## src/rtl/ssi_pkg.sv

```systemverilog
// Shared FSM states, BCD digit constants and display-range helper for the BCD controller.
package ssi_pkg;

    typedef enum logic [1:0] {
        IDLE  = 2'd0,
        SHIFT = 2'd1,
        DONE  = 2'd2
    } state_t;

    localparam int         BCD_DIGIT_W    = 4;
    localparam logic [3:0] ADD3_THRESHOLD = 4'd5;

    // Largest value representable on n decimal digits: 10^n - 1.
    function automatic logic [31:0] max_display(input int n);
        logic [31:0] p;
        p = 32'd1;
        for (int i = 0; i < n; i++) begin
            p = p * 32'd10;
        end
        return p - 32'd1;
    endfunction

endpackage

```

## src/rtl/ssi_bcd_add3.sv

```systemverilog
// Double-dabble correction cell: adds 3 to a BCD digit of 5 or more (4-bit, carry dropped).
// Purely combinational; no handshake.
module ssi_bcd_add3
    import ssi_pkg::*;
(
    input  logic [3:0] digit,
    output logic [3:0] adjusted
);

    assign adjusted = (digit >= ADD3_THRESHOLD) ? (digit + 4'd3) : digit;

endmodule

```

## src/rtl/ssi_bcd_controller.sv

```systemverilog
// Binary-to-BCD display controller: latency BIN_WIDTH+1 cycles from load to o_done; loads are dropped while o_busy.
// Optional leading-zero blanking output o_blank under SSI_LEADING_ZERO_BLANK_EN.
module ssi_bcd_controller
    import ssi_pkg::*;
#(
    parameter int NUM_DIGITS = 4,
    parameter int BIN_WIDTH  = 14
) (
    input  logic                              i_clk,
    input  logic                              i_reset,
    input  logic [BIN_WIDTH-1:0]              i_value,
    input  logic                              i_load,
    output logic                              o_busy,
    output logic                              o_done,
    output logic                              o_overflow,
`ifdef SSI_LEADING_ZERO_BLANK_EN
    output logic [NUM_DIGITS-1:0]             o_blank,
`endif
    output logic [BCD_DIGIT_W*NUM_DIGITS-1:0] o_digits
);

    localparam int          SW      = BCD_DIGIT_W * NUM_DIGITS;
    localparam int          CW      = $clog2(BIN_WIDTH + 1);
    localparam logic [31:0] MAX_VAL = max_display(NUM_DIGITS);
    localparam logic [SW-1:0] NINES = {NUM_DIGITS{4'h9}};

    state_t               state;
    state_t               state_nxt;
    logic                 accept;
    logic [BIN_WIDTH-1:0] shreg;
    logic [SW-1:0]        scratch;
    logic [SW-1:0]        adj;
    logic [CW-1:0]        cnt;
    logic                 ovf_flag;
    logic                 ovf_in;

    assign ovf_in = (32'(i_value) > MAX_VAL);

    for (genvar g = 0; g < NUM_DIGITS; g++) begin : g_add3
        ssi_bcd_add3 u_add3 (
            .digit    (scratch[BCD_DIGIT_W*g +: BCD_DIGIT_W]),
            .adjusted (adj[BCD_DIGIT_W*g +: BCD_DIGIT_W])
        );
    end

    always_ff @(posedge i_clk or posedge i_reset) begin
        if (i_reset) begin
            state <= IDLE;
        end else begin
            state <= state_nxt;
        end
    end

    always_comb begin
        state_nxt = state;
        accept    = 1'b0;
        case (state)
            IDLE: begin
                if (i_load) begin
                    accept    = 1'b1;
                    state_nxt = SHIFT;
                end
            end
            SHIFT: begin
                if (cnt == CW'(1)) begin
                    state_nxt = DONE;
                end
            end
            DONE:    state_nxt = IDLE;
            default: state_nxt = IDLE;
        endcase
    end

`ifdef SSI_LEADING_ZERO_BLANK_EN
    localparam logic [NUM_DIGITS-1:0] BLANK_RST = ~NUM_DIGITS'(1);
    logic [NUM_DIGITS-1:0] blank_c;
    logic                  hi_zero;

    // Digit k blanks only when it and every more significant digit are zero.
    always_comb begin
        blank_c = '0;
        hi_zero = 1'b1;
        for (int k = NUM_DIGITS - 1; k >= 1; k--) begin
            hi_zero    = hi_zero & (scratch[BCD_DIGIT_W*k +: BCD_DIGIT_W] == 4'd0);
            blank_c[k] = hi_zero;
        end
    end
`endif

    always_ff @(posedge i_clk or posedge i_reset) begin
        if (i_reset) begin
            shreg      <= '0;
            scratch    <= '0;
            cnt        <= '0;
            ovf_flag   <= 1'b0;
            o_digits   <= '0;
            o_busy     <= 1'b0;
            o_done     <= 1'b0;
            o_overflow <= 1'b0;
`ifdef SSI_LEADING_ZERO_BLANK_EN
            o_blank    <= BLANK_RST;
`endif
        end else begin
            o_busy <= (state_nxt != IDLE);
            o_done <= (state == DONE);
            case (state)
                IDLE: begin
                    if (accept) begin
                        shreg    <= i_value;
                        scratch  <= '0;
                        cnt      <= CW'(BIN_WIDTH);
                        ovf_flag <= ovf_in;
                    end
                end
                SHIFT: begin
                    // Bits leaving the top of scratch only occur on overflow, which saturates anyway.
                    {scratch, shreg} <= {adj, shreg} << 1;
                    cnt              <= cnt - CW'(1);
                end
                DONE: begin
                    o_digits   <= ovf_flag ? NINES : scratch;
                    o_overflow <= ovf_flag;
`ifdef SSI_LEADING_ZERO_BLANK_EN
                    o_blank    <= ovf_flag ? '0 : blank_c;
`endif
                end
                default: ;
            endcase
        end
    end

endmodule

```

## config.mk

```make
export PLATFORM = sky130hd
export DESIGN_NAME = ssi_bcd_controller
export DESIGN_NICKNAME = d
export VERILOG_FILES = /design/src/rtl/ssi_pkg.sv /design/src/rtl/ssi_bcd_add3.sv /design/src/rtl/ssi_bcd_controller.sv
export SDC_FILE = /design/constraint.sdc
export NUM_CORES = 1
export LEC_CHECK = 0
export CAP_MARGIN = 20
export CORE_ASPECT_RATIO = 2
export CORE_MARGIN = 2
export CORE_UTILIZATION = 45
export CTS_BUF_LIST = sky130_fd_sc_hd__clkbuf_2
export DETAILED_ROUTE_END_ITERATION = 8
export PLACE_DENSITY = 0.74
export SETUP_SLACK_MARGIN = 0.15
export SYNTH_ARGS = -nofsm -noshare
export SYNTH_HDL_FRONTEND = slang
export SYNTH_SLANG_ARGS = --single-unit
```

## constraint.sdc

```tcl
create_clock -name i_clk -period 1.88 [get_ports i_clk]
set_clock_uncertainty 0.2 [all_clocks]
set_input_delay 0.282 -clock i_clk [delete_from_list [all_inputs] [get_ports i_clk]]
set_output_delay 0.282 -clock i_clk [all_outputs]
set_load 0.02 [all_outputs]
```

==> metrics, run 1 <==
CP endpoint kind=output port; Die Y=113 µm; commonest non-fill, non-tap cell in the layout=dfrtp_1; commonest cells after routing, fill and taps aside=dfrtp_1, nand2_1, nor2_1, buf_4, o21ai_0; #FFs+latches synth=56; cells along the critical path=clkdlybuf4s15_1; post-synth net total=291; share of layout cells above drive strength 1=19.9%; H-tree depth=2; max-slew violation count=0; Worst R2R Path Depth=5; clock edge transition at the registers on the reported setup and hold paths=250 ps; RSZ-0062 raised after global routing=true; area delta synth->final=21.9%; slowest CP cell=dfrtp_1; clock root cell=clkbuf_2; CP delay by family, top=flip-flops; Mapped Cells=264; Setup CP Type=reg2out; critical path depth in cells=1; n_diodes=0; Crit path buffers/inverters=1; global-route wire length before repair=8900 µm; chip width=58.6 µm; total die area=6620 µm²; outcome=finished, final reports clean; Std-Cell Rows=39; largest net degree at the start of global routing=25; Slew HR=64.2%; fillers=536; IR drop worst, VDD=0.00149 V; post-layout net count=343; GP Congestion=0.767; register area=1400 µm²; Hold Path Cell Cnt=3; final hold vios=0; number of global-route vias before repair=1992; drt drc=0; # port buffers=35; clk buf depth=2; met3 WL=153 µm; CP peak stage delay=430 ps; met2 WL=2930 µm; max-cap viol count=0; initial drt markers=35; Startpoint Class=flip-flop; power consumption=5.43 mW; total negative slack=0 ps; Detailed Routing Iterations Pass 1=4; Syn. warnings=0; GRT Util Overall=17.6%; vias=2035; Skew-Pair Late Insertion Delay=450 ps; vias per cell=5.38; Distinct cells, synth=35; P_leak=1.51 nW; CTS buffer count=5; wire per inst=13.8 µm; WL final=5210 µm; I/O pins=36; Max Used Layer=met4; Final min period=1650 ps; Syn Area/Cell=10.1 µm²; hold crit path type=in2reg; Period Utilization, post-route=87.8%; worst path arrival time=1170 ps; DRT antenna net count=0; Core Region=5710 µm²; cell area power density=1660 nW/µm²; Peak Freq=606 MHz; Final setup viols=0; sequential fraction of the synthesis area=52.3%; Worst-Margin Slew=536 ps; CTS tree=built; CTS Sinks=56; Worst Path Max Fanout=2; total grt overflow=0; Netlist Area Pre-Place=2680 µm²; Initial Util=46.9%; required time of the critical path=1400 ps; multi-input logic area=1140 µm²; Detailed Place HPWL=3920 µm; met1 wire length=1980 µm; initial antenna violation count=0
==> registers in the layout, indices dropped and copies added, names as in the netlist <==
register / cells
o_overflow: 1
o_done: 1
ovf_flag: 1
cnt: 4
o_busy: 1
scratch: 16
o_digits: 16
shreg: 14
state: 2
==> path summary, 6_finish.rpt <==
| kind | from | to | slack [ps] |
|---|---|---|---|
| worst max-delay path | o_digits[10]$_DFFE_PP0P_ | o_digits[10] | 230 |
| worst min-delay path | i_value[2] | shreg[2]$_DFFE_PP0P_ | 160 |
| worst max register to register | scratch[4]$_DFFE_PP0P_ | scratch[6]$_DFFE_PP0P_ | 240 |
| worst min register to register | o_digits[9]$_DFFE_PP0P_ | o_digits[9]$_DFFE_PP0P_ | 310 |
| max in group asynchronous | i_reset | shreg[1]$_DFFE_PP0P_ | 530 |
| min in group asynchronous | i_reset | o_digits[0]$_DFFE_PP0P_ | 500 |
==> cells by family after synthesis <==
family                     count (synthesis)  share of synthesized area (%)
and+or+nand+nor                           90                           15.3
DFF                                       56                           52.3
xor gates and xnor gates                   6                           1.96
muxes                                      5                           1.92
adders and majority gates                 10                           4.67
buffers and inverters                     30                           6.68
AOI/OAI and AO/OA                         67                           17.2
==> cells in the mapped netlist <==
cell type / count / area share, %
dfrtp_1: 56 / 52
nand2_1: 47 / 6.6
nor2_1: 22 / 3.1
o21ai_0: 21 / 3.9
inv_1: 13 / 1.8
a31oi_1: 12 / 2.8
nand2b_1: 11 / 2.6
ha_1: 10 / 4.7
o31ai_1: 9 / 2.5
a21oi_1: 6 / 1.1
buf_6: 6 / 2.5
o22ai_1: 6 / 1.4
xnor2_1: 5 / 1.6
a22o_1: 4 / 1.3
a32o_1: 4 / 1.5
buf_2: 4 / 0.75
buf_4: 4 / 1.1
mux2i_1: 4 / 1.5
a22oi_1: 2 / 0.56
nor3b_1: 2 / 0.56
nor4_1: 2 / 0.47
a21oi_2: 1 / 0.33
and2b_1: 1 / 0.28
and2b_2: 1 / 0.33
and3_1: 1 / 0.23
clkbuf_1: 1 / 0.14
clkbuf_2: 1 / 0.19
inv_2: 1 / 0.14
mux2_2: 1 / 0.42
nand3_1: 1 / 0.19
nor3_1: 1 / 0.19
nor4_4: 1 / 0.79
o21bai_4: 1 / 0.70
o32ai_4: 1 / 1.0
xor2_1: 1 / 0.33
==> where the power goes <==
group	internal, mW	switching, mW	leakage, nW	total (mW)
clock network	0.0992	0.352	0.0306	0.451
registers	1.72	0.455	0.710	2.18
logic	1.34	1.46	0.765	2.80
==> metal layers <==
| layer | vias up | global-route usage [%] |
|---|---|---|
| met5 | - | 0 |
| met4 | 0 | 8.99 |
| met3 | 9 | 3.31 |
| met2 | 36 | 31.7 |
| met1 | 979 | 18.7 |
| li1 | 1011 | - |
==> final cells by class <==
| class | instances | share of cell area (%) |
|---|---|---|
| clock buffers | 7 | 1.07 |
| clock inverters | 1 | 0.115 |
| inverters | 14 | 1.80 |
| multi-input cells | 178 | 34.8 |
| flip-flops and latches | 56 | 43.0 |
| well taps | 61 | 2.34 |
| repair buffers | 61 | 16.8 |
==> repair_timing <==
item / 4_1_cts / 5_1_grt
pin swaps: 0 / 3
hold buffers: 1 / 0
setup buffers: 1 / 11
gates resized for setup: 22 / 42
hold endpoints to repair: 15 / 0
endpoints found under the setup margin: 23 / 31
==> per-stage QoR <==
step	hold WS [ps]	cells	area, µm²	setup WS [ps]	utilization, %
2_1_floorplan	162	264	2680	287	-
3_3_place_gp	263	357	3120	65.8	54.6
3_5_place_dp	269	357	3120	18.8	54.6
4_1_cts	138	367	3160	152	55.4
5_1_grt	152	378	3260	120	57.2
6_report	157	378	3260	229	57.2
Note: power is estimated with default switching activity, not from simulation.
==> run 2: changes to the inputs <==
Settings changed: PLACE_DENSITY 0.74 to 0.71.
Clock period 1.88 ns to 1.7 ns, I/O delays scaled along.
==> run 2 against run 1 <==
  * Cell count grew 5.8%
  * Via count rose by 4.3%
  * Utilization up 6.6 points
==> metrics, run 2 (synthesis gave the netlist of run 1 again) <==
RR Endpoint=scratch[14]$_DFFE_PP0P_; n_diodes=0 (unchanged); Detailed Place HPWL=3990 µm (+1.7%); worst setup path start=o_digits[13]$_DFFE_PP0P_; vias=2123 (+4.3%); DRT antenna net count=0 (unchanged); CTS Sinks=56 (unchanged); global-route wire length before repair=9730 µm (+9.3%); Worst-Margin Slew=559 ps (+22.1 ps); commonest cells after routing, fill and taps aside=dfrtp_1, nand2_1, buf_4; wire per inst=14.6 µm (+5.9%); Hold Path Cell Cnt=3 (unchanged); clock root cell=clkbuf_2; drt drc=0 (unchanged); vias per cell=5.31 (-1.4%); sequential power share=35.9% (-4.2 points); worst path arrival time=1120 ps (-50 ps); Initial Util=46.9% (unchanged); area delta synth->final=36.0%; outcome=finished, final reports clean; fillers=467 (-13%); clk buf depth=2 (unchanged); cell area power density=1910 nW/µm² (+15%); Die Y=113 µm (unchanged); placed cell count=360 (+0.84%); hold crit path type=in2reg; Post-Layout Cell Count=400 (+5.8%); number of global-route vias before repair=2080 (+4.4%); reported net switching power=2.86 mW (+26%); CTS buffer count=5 (unchanged); Comb power frac=56.5% (+4.9 points); WHS=63.0 ps (-93.9 ps); Crit path buffers/inverters=1 (unchanged); Peak Freq=636 MHz; Startpoint Class=flip-flop; fin util=63.8% (+6.6 points); RR Startpoint=scratch[12]$_DFFE_PP0P_; total die area=6620 µm² (unchanged); CP delay by family, top=flip-flops; IR drop worst, VDD=0.00115 V (-23%); Setup CP Type=reg2out; placed inst area=3170 µm² (+1.7%); Switching Share=41.1% (-0.66 points); slack of the worst reg-to-reg path=130 ps (-110 ps); Worst Path Max Fanout=2 (unchanged); Std-Cell Rows=39 (unchanged); P_leak=1.67 nW (+11%); H-tree depth=2 (unchanged); critical path depth in cells=1 (unchanged); Period Utilization, post-route=92.5%; GRT Util Overall=19.3% (+1.7 points); initial antenna violation count=0 (unchanged); commonest non-fill, non-tap cell in the layout=dfrtp_1; total negative slack=0 ps (unchanged); Core Region=5710 µm² (unchanged); post-layout net count=365 (+6.4%); I/O pins=36 (unchanged); # port buffers=35 (unchanged); largest net degree at the start of global routing=26 (+4.0%); total grt overflow=0 (unchanged); CTS tree=built; GP Congestion=0.826 (+7.7%); RSZ-0062 raised after global routing=true; clock edge transition at the registers on the reported setup and hold paths=310 ps (+60 ps); Finished Cell Area=3640 µm² (+12%); required time of the critical path=1240 ps (-160 ps); P_int=4.10 mW (+29%); Clk pwr share=7.6% (-0.7 points); Worst R2R Path Depth=5 (unchanged); CP endpoint kind=output port; multi-input logic area=1270 µm² (+12%); Detailed Routing Iterations Pass 1=4 (unchanged); cells along the critical path=buf_6; CP peak stage delay=470 ps (+40 ps); initial drt markers=42 (+20%); max-slew violation count=0 (unchanged); share of layout cells above drive strength 1=31.3% (+11 points); Skew-Pair Late Insertion Delay=500 ps (+50 ps); WL final=5840 µm (+12%); top flop regs=o_digits x16, scratch x16, shreg x14; slowest CP cell=dfrtp_1; final hold vios=0 (unchanged); max-cap viol count=0 (unchanged); chip width=58.6 µm (unchanged); Final min period=1570 ps; crit path to=o_digits[13]; Slew HR=62.8% (-1.5 points); Final setup viols=0 (unchanged); register area=1400 µm² (about the same)
run 2: cell types whose count changed in the layout (fill, tap and decap cells not counted), sizes merged:
cell and delta:
clkinvlp +2, buf +41, dlygate4sd2 -1, clkbuf -9, clkdlybuf4s15 -11
run 2: area by class of cell:
cell class | instances | share of cell area, %
sequential | 56 | 38.5
tap | 61 | 2.10
clock inverter | 3 | 0.515
timing repair buffer | 83 | 21.7
multi-input combinational | 178 | 34.9
inverter | 14 | 1.61
clock buffer | 5 | 0.687
run 2: how the worst min path moves through the flow:
stage                                    endpoint                     from  slack, ps
after floorplan                cnt[0]$_DFFE_PP0P_                  i_reset        140
after global placement    o_digits[1]$_DFFE_PP0P_  o_digits[1]$_DFFE_PP0P_        260
after detailed placement  o_digits[9]$_DFFE_PP0P_  o_digits[9]$_DFFE_PP0P_        270
after CTS                    shreg[3]$_DFFE_PP0P_               i_value[3]         60
after global routing         shreg[2]$_DFFE_PP0P_               i_value[2]         50
final                        shreg[3]$_DFFE_PP0P_               i_value[3]         60
run 2: metal layers:
layer  track usage (%)  wire length (µm)  vias to the layer above
met3              3.20               153                       13
met2              34.5              3310                       42
li1                  -                 -                     1054
met4              8.99               157                        0
met5                 0                 0                        -
met1              21.2              2220                     1014
run 2: power by group through the flow:
stage	logic [mW]	clock network [mW]	registers, mW
after CTS	3.57	0.543	2.45
after floorplan	2.16	0	2.46
after global routing	4.32	0.609	2.58
final	3.93	0.530	2.49
after global placement	2.97	0	2.43
after detailed placement	3.07	0	2.45
run 2: through the flow:
step           total power, mW  worst slack, ps
2_1_floorplan             4.63              160
4_1_cts                   6.56              106
5_1_grt                   7.51             43.1
3_5_place_dp              5.52            -84.3
6_report                  6.95              127
3_3_place_gp              5.40            -93.5
run 2: repair_timing:
action,4_1_cts,5_1_grt
gates resized for setup,117,34
setup endpoints to repair,35,45
hold buffers,1,0
buffers inserted,21,10
hold endpoints to repair,11,0
pin swaps,10,8
